File: src/rtl/mac_ctrl_pkg.sv
// Shared types and default widths for the mac3_acc sequencer (mac_seq_ctrl).
package mac_ctrl_pkg;

  typedef enum logic [1:0] {
    IDLE  = 2'd0,
    FETCH = 2'd1,
    DRAIN = 2'd2,
    DONE  = 2'd3
  } state_t;

  localparam int DATA_W_DEF = 128;
  localparam int ACC_W_DEF  = 22;
  localparam int BIAS_W_DEF = 8;
  localparam int IDX_W      = 4;

endpackage

File: src/rtl/mac_seq_ctrl_if.sv
// Operand-memory, MAC and result bus between mac_seq_ctrl (master) and the datapath (slave).
interface mac_seq_ctrl_if #(
  parameter int DATA_W = mac_ctrl_pkg::DATA_W_DEF,
  parameter int ACC_W  = mac_ctrl_pkg::ACC_W_DEF,
  parameter int BIAS_W = mac_ctrl_pkg::BIAS_W_DEF,
  parameter int ADDR_W = 6,
  parameter int IDX_W  = mac_ctrl_pkg::IDX_W
) ();

  // No ready signals anywhere: the operand memories answer exactly one cycle
  // after mem_rd_en, and res_valid is a one-cycle strobe the consumer must
  // take while it is high (res_idx/res_data hold until the next strobe).
  logic                 mem_rd_en;
  logic [ADDR_W-1:0]    mem_addr;
  logic [DATA_W-1:0]    p_in;
  logic [DATA_W-1:0]    w_in;
  logic [DATA_W-1:0]    p_out;
  logic [DATA_W-1:0]    w_out;
  logic [BIAS_W-1:0]    b_out;
  logic                 acc_clr;
  logic [ACC_W-1:0]     acc_dout;
  logic                 res_valid;
  logic [IDX_W-1:0]     res_idx;
  logic [ACC_W-1:0]     res_data;
  mac_ctrl_pkg::state_t dbg_state;

  modport master (
    output mem_rd_en, mem_addr, p_out, w_out, b_out, acc_clr,
    output res_valid, res_idx, res_data, dbg_state,
    input  p_in, w_in, acc_dout
  );

  modport slave (
    input  mem_rd_en, mem_addr, p_out, w_out, b_out, acc_clr,
    input  res_valid, res_idx, res_data, dbg_state,
    output p_in, w_in, acc_dout
  );

endinterface

File: src/rtl/mac_seq_ctrl_res_tag_pipe.sv
// res_tag_pipe: DEPTH-deep 1-bit shift register carrying the "last word of a neuron" tag.
module res_tag_pipe #(
  parameter int DEPTH = 2
) (
  input  logic clk,
  input  logic rst,
  input  logic din,
  output logic dout
);

  logic [DEPTH-1:0] sr;

  if (DEPTH == 1) begin : g_single
    always_ff @(posedge clk or posedge rst) begin
      if (rst) sr <= '0;
      else     sr <= din;
    end
  end else begin : g_multi
    always_ff @(posedge clk or posedge rst) begin
      if (rst) sr <= '0;
      else     sr <= {sr[DEPTH-2:0], din};
    end
  end

  assign dout = sr[DEPTH-1];

endmodule

File: src/rtl/mac_seq_ctrl.sv
// mac_seq_ctrl: fetches operand pairs, drives the MAC and captures one result per neuron.
// Define MAC_SEQ_ARGMAX_EN to add max_idx/max_val (running signed argmax of the results).
module mac_seq_ctrl
  import mac_ctrl_pkg::*;
#(
  parameter int DATA_W           = DATA_W_DEF,
  parameter int ACC_W            = ACC_W_DEF,
  parameter int BIAS_W           = BIAS_W_DEF,
  parameter int WORDS_PER_NEURON = 4,
  parameter int NUM_NEURONS      = 10,
  parameter int ADDR_W           = 6,
  parameter int MAC_LAT          = 2
) (
  input  logic              clk,
  input  logic              rst,
  input  logic              start,
  input  logic [BIAS_W-1:0] b_cfg,
  output logic              busy,
  output logic              done,
`ifdef MAC_SEQ_ARGMAX_EN
  output logic [IDX_W-1:0]  max_idx,
  output logic [ACC_W-1:0]  max_val,
`endif
  mac_seq_ctrl_if.master    bus
);

  localparam int TOTAL = NUM_NEURONS * WORDS_PER_NEURON;
  localparam int WW    = (WORDS_PER_NEURON > 1) ? $clog2(WORDS_PER_NEURON) : 1;
  localparam int NC_W  = IDX_W + 1;

  state_t            state, state_nxt;
  logic              fetch_en;
  logic              start_acc;
  logic              addr_last;
  logic              all_done;

  logic [ADDR_W-1:0] addr;
  logic [BIAS_W-1:0] b_reg;
  logic              rd_vld;
  logic              p_vld;
  logic [WW-1:0]     in_word;
  logic [WW-1:0]     p_word;
  logic [DATA_W-1:0] p_reg, w_reg;
  logic [NC_W-1:0]   ncnt;
  logic              tag_in, tag_out;
  logic              res_vld;
  logic [IDX_W-1:0]  res_idx_r;
  logic [ACC_W-1:0]  res_data_r;

  assign start_acc = (state == IDLE) && start;
  assign addr_last = (addr == ADDR_W'(TOTAL - 1));
  assign all_done  = (ncnt == NC_W'(NUM_NEURONS));

  always_ff @(posedge clk or posedge rst) begin
    if (rst) state <= IDLE;
    else     state <= state_nxt;
  end

  always_comb begin
    state_nxt = state;
    fetch_en  = 1'b0;
    busy      = 1'b0;
    done      = 1'b0;
    case (state)
      IDLE: begin
        if (start) state_nxt = FETCH;
      end
      FETCH: begin
        fetch_en = 1'b1;
        busy     = 1'b1;
        if (addr_last) state_nxt = DRAIN;
      end
      DRAIN: begin
        busy = 1'b1;
        if (all_done) state_nxt = DONE;
      end
      DONE: begin
        busy      = 1'b1;
        done      = 1'b1;
        state_nxt = IDLE;
      end
      default: state_nxt = IDLE;
    endcase
  end

  // The tag marks the word that completes a neuron as it is loaded onto p_out;
  // it emerges MAC_LAT edges later, when acc_dout holds that neuron's total.
  assign tag_in = rd_vld && (in_word == WW'(WORDS_PER_NEURON - 1));

  res_tag_pipe #(.DEPTH(MAC_LAT)) u_tag_pipe (
    .clk  (clk),
    .rst  (rst),
    .din  (tag_in),
    .dout (tag_out)
  );

  always_ff @(posedge clk or posedge rst) begin
    if (rst) begin
      addr       <= '0;
      b_reg      <= '0;
      rd_vld     <= 1'b0;
      p_vld      <= 1'b0;
      in_word    <= '0;
      p_word     <= '0;
      p_reg      <= '0;
      w_reg      <= '0;
      ncnt       <= '0;
      res_vld    <= 1'b0;
      res_idx_r  <= '0;
      res_data_r <= '0;
    end else begin
      rd_vld  <= fetch_en;
      p_vld   <= rd_vld;
      res_vld <= tag_out;

      if (start_acc) begin
        addr  <= '0;
        b_reg <= b_cfg;
      end else if (fetch_en && !addr_last) begin
        addr <= addr + 1'b1;
      end

      if (start_acc) begin
        in_word <= '0;
      end else if (rd_vld) begin
        p_reg   <= bus.p_in;
        w_reg   <= bus.w_in;
        p_word  <= in_word;
        in_word <= (in_word == WW'(WORDS_PER_NEURON - 1)) ? '0 : in_word + 1'b1;
      end

      if (start_acc) begin
        ncnt <= '0;
      end else if (tag_out) begin
        res_data_r <= bus.acc_dout;
        res_idx_r  <= ncnt[IDX_W-1:0];
        ncnt       <= ncnt + 1'b1;
      end
    end
  end

`ifdef MAC_SEQ_ARGMAX_EN
  // Strict greater-than keeps the lower index on ties; updates one edge after each capture.
  always_ff @(posedge clk or posedge rst) begin
    if (rst) begin
      max_idx <= '0;
      max_val <= {1'b1, {(ACC_W-1){1'b0}}};
    end else if (start_acc) begin
      max_idx <= '0;
      max_val <= {1'b1, {(ACC_W-1){1'b0}}};
    end else if (res_vld && ($signed(res_data_r) > $signed(max_val))) begin
      max_idx <= res_idx_r;
      max_val <= res_data_r;
    end
  end
`endif

  assign bus.mem_rd_en = fetch_en;
  assign bus.mem_addr  = addr;
  assign bus.p_out     = p_reg;
  assign bus.w_out     = w_reg;
  assign bus.b_out     = b_reg;
  assign bus.acc_clr   = p_vld && (p_word == '0);
  assign bus.res_valid = res_vld;
  assign bus.res_idx   = res_idx_r;
  assign bus.res_data  = res_data_r;
  assign bus.dbg_state = state;

endmodule

File: src/flat_wrapper.sv
// flat-port wrapper written by rule: the top's interface ports become plain ports
module mac_seq_ctrl_flat import mac_ctrl_pkg::*;
#(
  parameter int DATA_W           = DATA_W_DEF,
  parameter int ACC_W            = ACC_W_DEF,
  parameter int BIAS_W           = BIAS_W_DEF,
  parameter int WORDS_PER_NEURON = 4,
  parameter int NUM_NEURONS      = 10,
  parameter int ADDR_W           = 6,
  parameter int MAC_LAT          = 2
)
  (clk, rst, start, b_cfg, busy, done, bus_mem_rd_en, bus_mem_addr, bus_p_out, bus_w_out, bus_b_out, bus_acc_clr, bus_res_valid, bus_res_idx, bus_res_data, bus_dbg_state, bus_p_in, bus_w_in, bus_acc_dout);
  mac_seq_ctrl_if #(.DATA_W(DATA_W), .ACC_W(ACC_W), .BIAS_W(BIAS_W), .ADDR_W(ADDR_W)) bus_i ();
  input  logic clk;
  input  logic rst;
  input  logic start;
  input  logic [BIAS_W-1:0] b_cfg;
  output logic busy;
  output logic done;
  output wire logic [$bits(bus_i.mem_rd_en)-1:0] bus_mem_rd_en;
  output wire logic [$bits(bus_i.mem_addr)-1:0] bus_mem_addr;
  output wire logic [$bits(bus_i.p_out)-1:0] bus_p_out;
  output wire logic [$bits(bus_i.w_out)-1:0] bus_w_out;
  output wire logic [$bits(bus_i.b_out)-1:0] bus_b_out;
  output wire logic [$bits(bus_i.acc_clr)-1:0] bus_acc_clr;
  output wire logic [$bits(bus_i.res_valid)-1:0] bus_res_valid;
  output wire logic [$bits(bus_i.res_idx)-1:0] bus_res_idx;
  output wire logic [$bits(bus_i.res_data)-1:0] bus_res_data;
  output wire logic [$bits(bus_i.dbg_state)-1:0] bus_dbg_state;
  input wire logic [$bits(bus_i.p_in)-1:0] bus_p_in;
  input wire logic [$bits(bus_i.w_in)-1:0] bus_w_in;
  input wire logic [$bits(bus_i.acc_dout)-1:0] bus_acc_dout;
  assign bus_mem_rd_en = bus_i.mem_rd_en;
  assign bus_mem_addr = bus_i.mem_addr;
  assign bus_p_out = bus_i.p_out;
  assign bus_w_out = bus_i.w_out;
  assign bus_b_out = bus_i.b_out;
  assign bus_acc_clr = bus_i.acc_clr;
  assign bus_res_valid = bus_i.res_valid;
  assign bus_res_idx = bus_i.res_idx;
  assign bus_res_data = bus_i.res_data;
  assign bus_dbg_state = bus_i.dbg_state;
  assign bus_i.p_in = bus_p_in;
  assign bus_i.w_in = bus_w_in;
  assign bus_i.acc_dout = bus_acc_dout;
  mac_seq_ctrl #(.DATA_W(DATA_W), .ACC_W(ACC_W), .BIAS_W(BIAS_W), .WORDS_PER_NEURON(WORDS_PER_NEURON), .NUM_NEURONS(NUM_NEURONS), .ADDR_W(ADDR_W), .MAC_LAT(MAC_LAT)) u_core (.clk(clk), .rst(rst), .start(start), .b_cfg(b_cfg), .busy(busy), .done(done), .bus(bus_i));
endmodule
File: config.mk
export PLATFORM = sky130hd
export DESIGN_NAME = mac_seq_ctrl_flat
export DESIGN_NICKNAME = d
export VERILOG_FILES = /design/src/rtl/mac_ctrl_pkg.sv /design/src/rtl/mac_seq_ctrl_if.sv /design/src/rtl/mac_seq_ctrl_res_tag_pipe.sv /design/src/rtl/mac_seq_ctrl.sv /design/src/flat_wrapper.sv
export SDC_FILE = /design/constraint.sdc
export NUM_CORES = 1
export LEC_CHECK = 0
export ABC_CLOCK_PERIOD_IN_PS = 14900
export CORE_AREA = 2 2 231 233
export DETAILED_ROUTE_END_ITERATION = 16
export DIE_AREA = 0 0 233 235
export SLEW_MARGIN = 25
export SYNTH_ARGS = -nofsm -noshare
export SYNTH_HDL_FRONTEND = slang
export SYNTH_SLANG_ARGS = --single-unit
File: constraint.sdc
create_clock -name clk -period 14.9 [get_ports clk]
set_input_delay 2.98 -clock clk [delete_from_list [all_inputs] [get_ports clk]]
set_output_delay 2.98 -clock clk [all_outputs]
set_load 0.01 [all_outputs]
# == Word-level counts from Yosys, hierarchy flattened ==
# Index checks and enable logic that the tools add are counted.
# op_classes
eq_ne,9
addsub,3
n_bitwise,1
reduce_logical,14
muxes,14
# op_table
op,count
$mux W2,6
$mux W6,2
$mux W5,2
$pmux W2 S4,1
$add A6 B1 Y6 const B,1
$eq A2 B2 Y1 const B,3
$eq A6 B6 Y1 const B,1
$reduce_bool A2 Y1,3
$add A5 B1 Y5 const B,1
$eq A5 B4 Y1 const B,1
$logic_and A1 B1 Y1,4
$logic_not A2 Y1,2
$ne A2 B1 Y1 const B,2
$reduce_and A2 Y1,2
$mux W1,3
$reduce_and A3 Y1,1
$reduce_or A3 Y1,1
$add A2 B1 Y2 const B,1
$eq A2 B1 Y1 const B,1
$ne A2 B2 Y1 const B,1
$logic_not A1 Y1,1
$not A1 Y1,1
# word_totals
reg_bits,312
word_cells,55

# == Depth between registers and ports, before layout ==
# depth
depth_word,5
depth_mapped,8

# == Cells and area by module ==
# A second synthesis with hierarchy kept.
# hier_totals
cells_unflattened,721
hier_area_um2,12650.9
# by_module_without_submodules
module,cells_per_inst,area_each_um2,instances,seq_area_each_um2
mac_seq_ctrl,718,12597.1,1,7757.4
res_tag_pipe,3,53.8,1,50.0

# == Worst setup path before layout ==
# Ideal clock, no wire load.
# synth_path
kind,in2reg
start,input start
end,"register u_core.p_reg[112], in the netlist u_core.bus.p_out[112]"
path_slack_ps,10794
required_ps,14775
path_stages,6
setup_time_ps,125
arrival_ps,3981
path_cell_list,nand2_2 -> and2_4 -> buf_6 -> buf_8 -> buf_8 -> mux2_4
# synth_between
elab_chain_cells,3
# synth_rtl
element,line,text
"start, declared",flat_wrapper.sv:16,input logic start;
$logic_and A1 B1 Y1,mac_seq_ctrl.sv:50,assign start_acc = (state == IDLE) && start;
$not A1 Y1 (no source line),--,
$reduce_and A2 Y1 (no source line),--,
"end signal, assigned",mac_seq_ctrl.sv:126,p_reg <= bus.p_in;
"end, declared",mac_seq_ctrl.sv:43,"logic [DATA_W-1:0] p_reg, w_reg;"
# Every way passes these cells.
# A chain may end at the register's enable or synchronous reset.

# == Final worst setup path ==
# layout_path
start,input start
end,"register u_core.w_reg[72], in the netlist u_core.bus.w_out[72]"
# layout_between
elab_chain_cells,3
# layout_rtl
element,line,text
$logic_and A1 B1 Y1,mac_seq_ctrl.sv:50,
$not A1 Y1 (no source line),--,
$reduce_and A2 Y1 (no source line),--,
"end signal, assigned",mac_seq_ctrl.sv:127,w_reg <= bus.w_in;
"end, declared",mac_seq_ctrl.sv:43,
# Every way passes these cells.

==> summary.md <==
| Metric | Value |
|---|---|
| CP Capture Type | `flip-flop` |
| Clk_skew | `0.0105 ns` |
| Total CTS buffers | `37` |
| Cell count of the worst reg-to-reg path | `7` |
| Cell area after synthesis | `~13000 sq um` |
| Dpl cells | `roughly 2000` |
| Antenna-violating nets left | `0` |
| Post-CTS resize count | `0` |
| TritonCTS clock tree | `done` |
| Commonest non-fill, non-tap cells in the layout | `clkdlybuf4s50_1 (591), dfrtp_1 (312), mux2_4 (200)` |
| Clock tree buffer depth | `3` |
| Commonest non-fill, non-tap cell in the layout | `clkdlybuf4s50_1` |
| R2R setup slack | `between 10 and 15 ns` |
| Synthesized flop and latch total | `about 310` |
| Setup bufs post-CTS | `0` |
| Initial drt markers | `between 200 and 300` |
| CTS clk-pin slew, worst paths | `about 0.06 ns` |
| Clk Latency, worst-skew pair | `roughly 0.54 ns` |
| Quantity of I/O buffers inserted on ports | `just under 600` |
| Total power | `between 2 and 2.5 mW` |
| Pre-antenna DRT Iters | `4` |
| Largest net degree at the start of global routing | `between 100 and 150` |
| Cell count after synthesis | `just over 700` |
| Fin cells | `about 2000` |
| Synth area leaders | `dfrtp_1 (62%), mux2_4 (24%), mux2_2 (7.5%)` |
| Synth Net Count | `between 1000 and 1500` |
| Yosys warning count | `0` |
| Initial antenna violation count | `4` |
| Sink of the worst hold path | `u_core.u_tag_pipe.sr[1]` |
| Static Leak | `8.82 nW` |
| RR Endpoint | `u_core.bus.w_out[72]` |
| Synth top area share | `61.5%` |
| Post-CTS Hold Fix Bufs | `0` |
| DP HPWL | `27.8 mm` |
| EDFF count, synth | `0` |
| HP Start | `u_core.u_tag_pipe.sr[0]` |
| Total track usage | `between 10% and 20%` |
| Yosys cell types | `29` |
| Multi-input logic area | `4480 sq um` |
| Critical path cell sequence | `clkdlybuf4s50_1 > nand2_2 > and2_4 > buf_4 > buf_4 > mux2_4` |
| Vias per cell | `just over 4` |
| Initial Util | `about a quarter` |
| Core area | `52200 sq um` |
| Setup TNS | `0 ns` |
| Req. time, crit path | `roughly 15 ns` |
| RD Place Congestion | `roughly 0.78` |
| Asr flop ratio synth | `100%` |
| Post-synth top area cell | `dfrtp_1` |
| Worst hold stages | `0` |
| Hold violation total from the final report | `0` |
| FF/Latch Area | `~8000 sq um` |
| Gr ovfl total | `0` |
| Rows | `84` |
| Die H | `roughly 240 um` |
| Reg2reg start | `u_core.bus.dbg_state[1]` |
| Sequential fraction of the synthesis area | `about three fifths` |
| Residual DRC | `0` |
| Rel. slew slack | `slightly above 30%` |
| Vias in the first global route | `8985` |
| Syn avg cell area | `about 18 sq um` |
| Die width | `233 um` |
| RSZ-0062 raised after global routing | `no` |
| Ys flop type | `dfrtp_1` |
| Layout Nets | `1622` |
| Wire length of the first global-routing pass | `approximately 57 mm` |
| Crit start category | `primary input` |
| Layout area overhead | `61.1%` |
| Final Cycle Share | `a little over two fifths` |
| Slew Viols, Final | `0` |
| Maximum capacitance violations | `0` |
| DR WL/cell | `~19 um` |
| CTS sink cnt | `312` |
| CP arrival | `between 6 and 7 ns` |
| Worst path slowest cell | `buf_4` |
| H-tree depth | `2` |
| Ports | `slightly below 600` |
| Power per cell area | `between 100 and 150 nW/um^2` |
| Max FO, Critical Path | `56` |
| Root Driver | `clkbuf_16` |
| Crit-path most repeated cell | `buf_4` |
| WS Path Type | `in -> reg` |
| Setup-failing EPs final | `0` |
| Slew @ Worst Pin | `1.05 ns` |
| Worst ir drop on vdd | `0.0000705 V` |
| Routed via count | `8220` |
| Outcome | `finished clean` |
| Worst hold margin | `~0.35 ns` |
| Fmax | `~160 MHz` |
| Share of cells above drive strength 1 | `a little over a quarter` |
| Filler cell count | `just under 5000` |
| Die Area | `54800 sq um` |
| CP max stage delay | `a little over 0.9 ns` |
| Hold Crit Class | `reg -> reg` |
| Routed wire length | `between 30 and 40 mm` |
| Tmin final | `~6.2 ns` |
per-layer routing:
| metal | up-vias | wire length (um) | GRT usage, % |
|---|---|---|---|
| met2 | 357 | 18600 | 23.0 |
| met4 | 6 | 745 | 3.84 |
| met5 | - | 42 | 0 |
| met3 | 51 | 3850 | 5.47 |
| met1 | 4086 | 14800 | 15.6 |
| li1 | 3720 | - | - |
where the power goes:
part	switching, mW	internal [mW]
clock network	0.363	0.589
registers	0.0443	0.924
logic	0.198	0.353
total	0.605	1.87
worst max path at each step:
stage	endpoint	depth (start not counted)	start	slack [ns]
6_report	u_core.bus.w_out[72]	6	start	8.65
5_1_grt	u_core.bus.w_out[72]	6	start	8.50
4_1_cts	u_core.bus.w_out[72]	6	start	8.63
3_5_place_dp	u_core.bus.w_out[72]	6	start	8.03
3_3_place_gp	u_core.bus.p_out[17]	6	start	8.09
2_1_floorplan	u_core.bus.b_out[0]	1	rst	3.29
critical path, delay by kind of cell:
| kind | cells | cell delay [ns] |
|---|---|---|
| simple gates | 2 | 0.99 |
| buf+inv | 3 | 2.23 |
| mux | 1 | 0.36 |
cell usage after synthesis (4+ instances only):
cell and number:
buf_2 6, buf_6 14, buf_8 12, dfrtp_1 312
ha_1 9, inv_1 7, mux2_2 85, mux2_4 200
mux2i_1 4, nand2_1 27, nor2_1 13, xor2_1 6
area by class of cell:
| class | instances | share of cell area (%) |
|---|---|---|
| multi-input combinational | 368 | 21.9 |
| clock inverter | 10 | 0.753 |
| inverter | 7 | 0.190 |
| antenna | 1 | 0.0122 |
| tap | 688 | 4.21 |
| clock buffer | 57 | 5.50 |
| sequential | 312 | 38.2 |
| timing repair buffer | 598 | 29.2 |
cell families (layout without fill, tap and decap cells):
kind of cell	Yosys count	in the layout	share of synthesized area, %
flip-flops	312	312	61.5
multiplexers	289	289	31.5
AND/OR/NAND/NOR	57	57	2.09
buffers and inverters	41	672	3.17
adder cells (fa/ha/maj)	9	9	0.888
XOR/XNOR	7	7	0.483
AO/OA/AOI/OAI	6	6	0.296
other	0	1	0
flip-flops by register name, summed over array words and instances, names as in the netlist:
name,flops
u_core.u_tag_pipe.sr,2
u_core.bus.b_out,8
u_core.bus.res_valid,1
u_core.bus.res_idx,4
u_core.bus.res_data,22
u_core.bus.p_out,128
u_core.p_word,2
u_core.bus.dbg_state,2
u_core.bus.mem_addr,6
u_core.rd_vld,1
u_core.p_vld,1
u_core.bus.w_out,128
u_core.ncnt,5
u_core.in_word,2
through the flow:
stage	util, %	area, sq um	worst slack [ns]
3_5_place_dp	36.7	19100	8.03
5_1_grt	39.1	20400	8.50
4_1_cts	39.1	20400	8.63
2_1_floorplan	-	12700	3.29
3_3_place_gp	36.7	19100	8.09
6_report	39.1	20400	8.65
No activity file was read; power rests on OpenSTA's default activity.
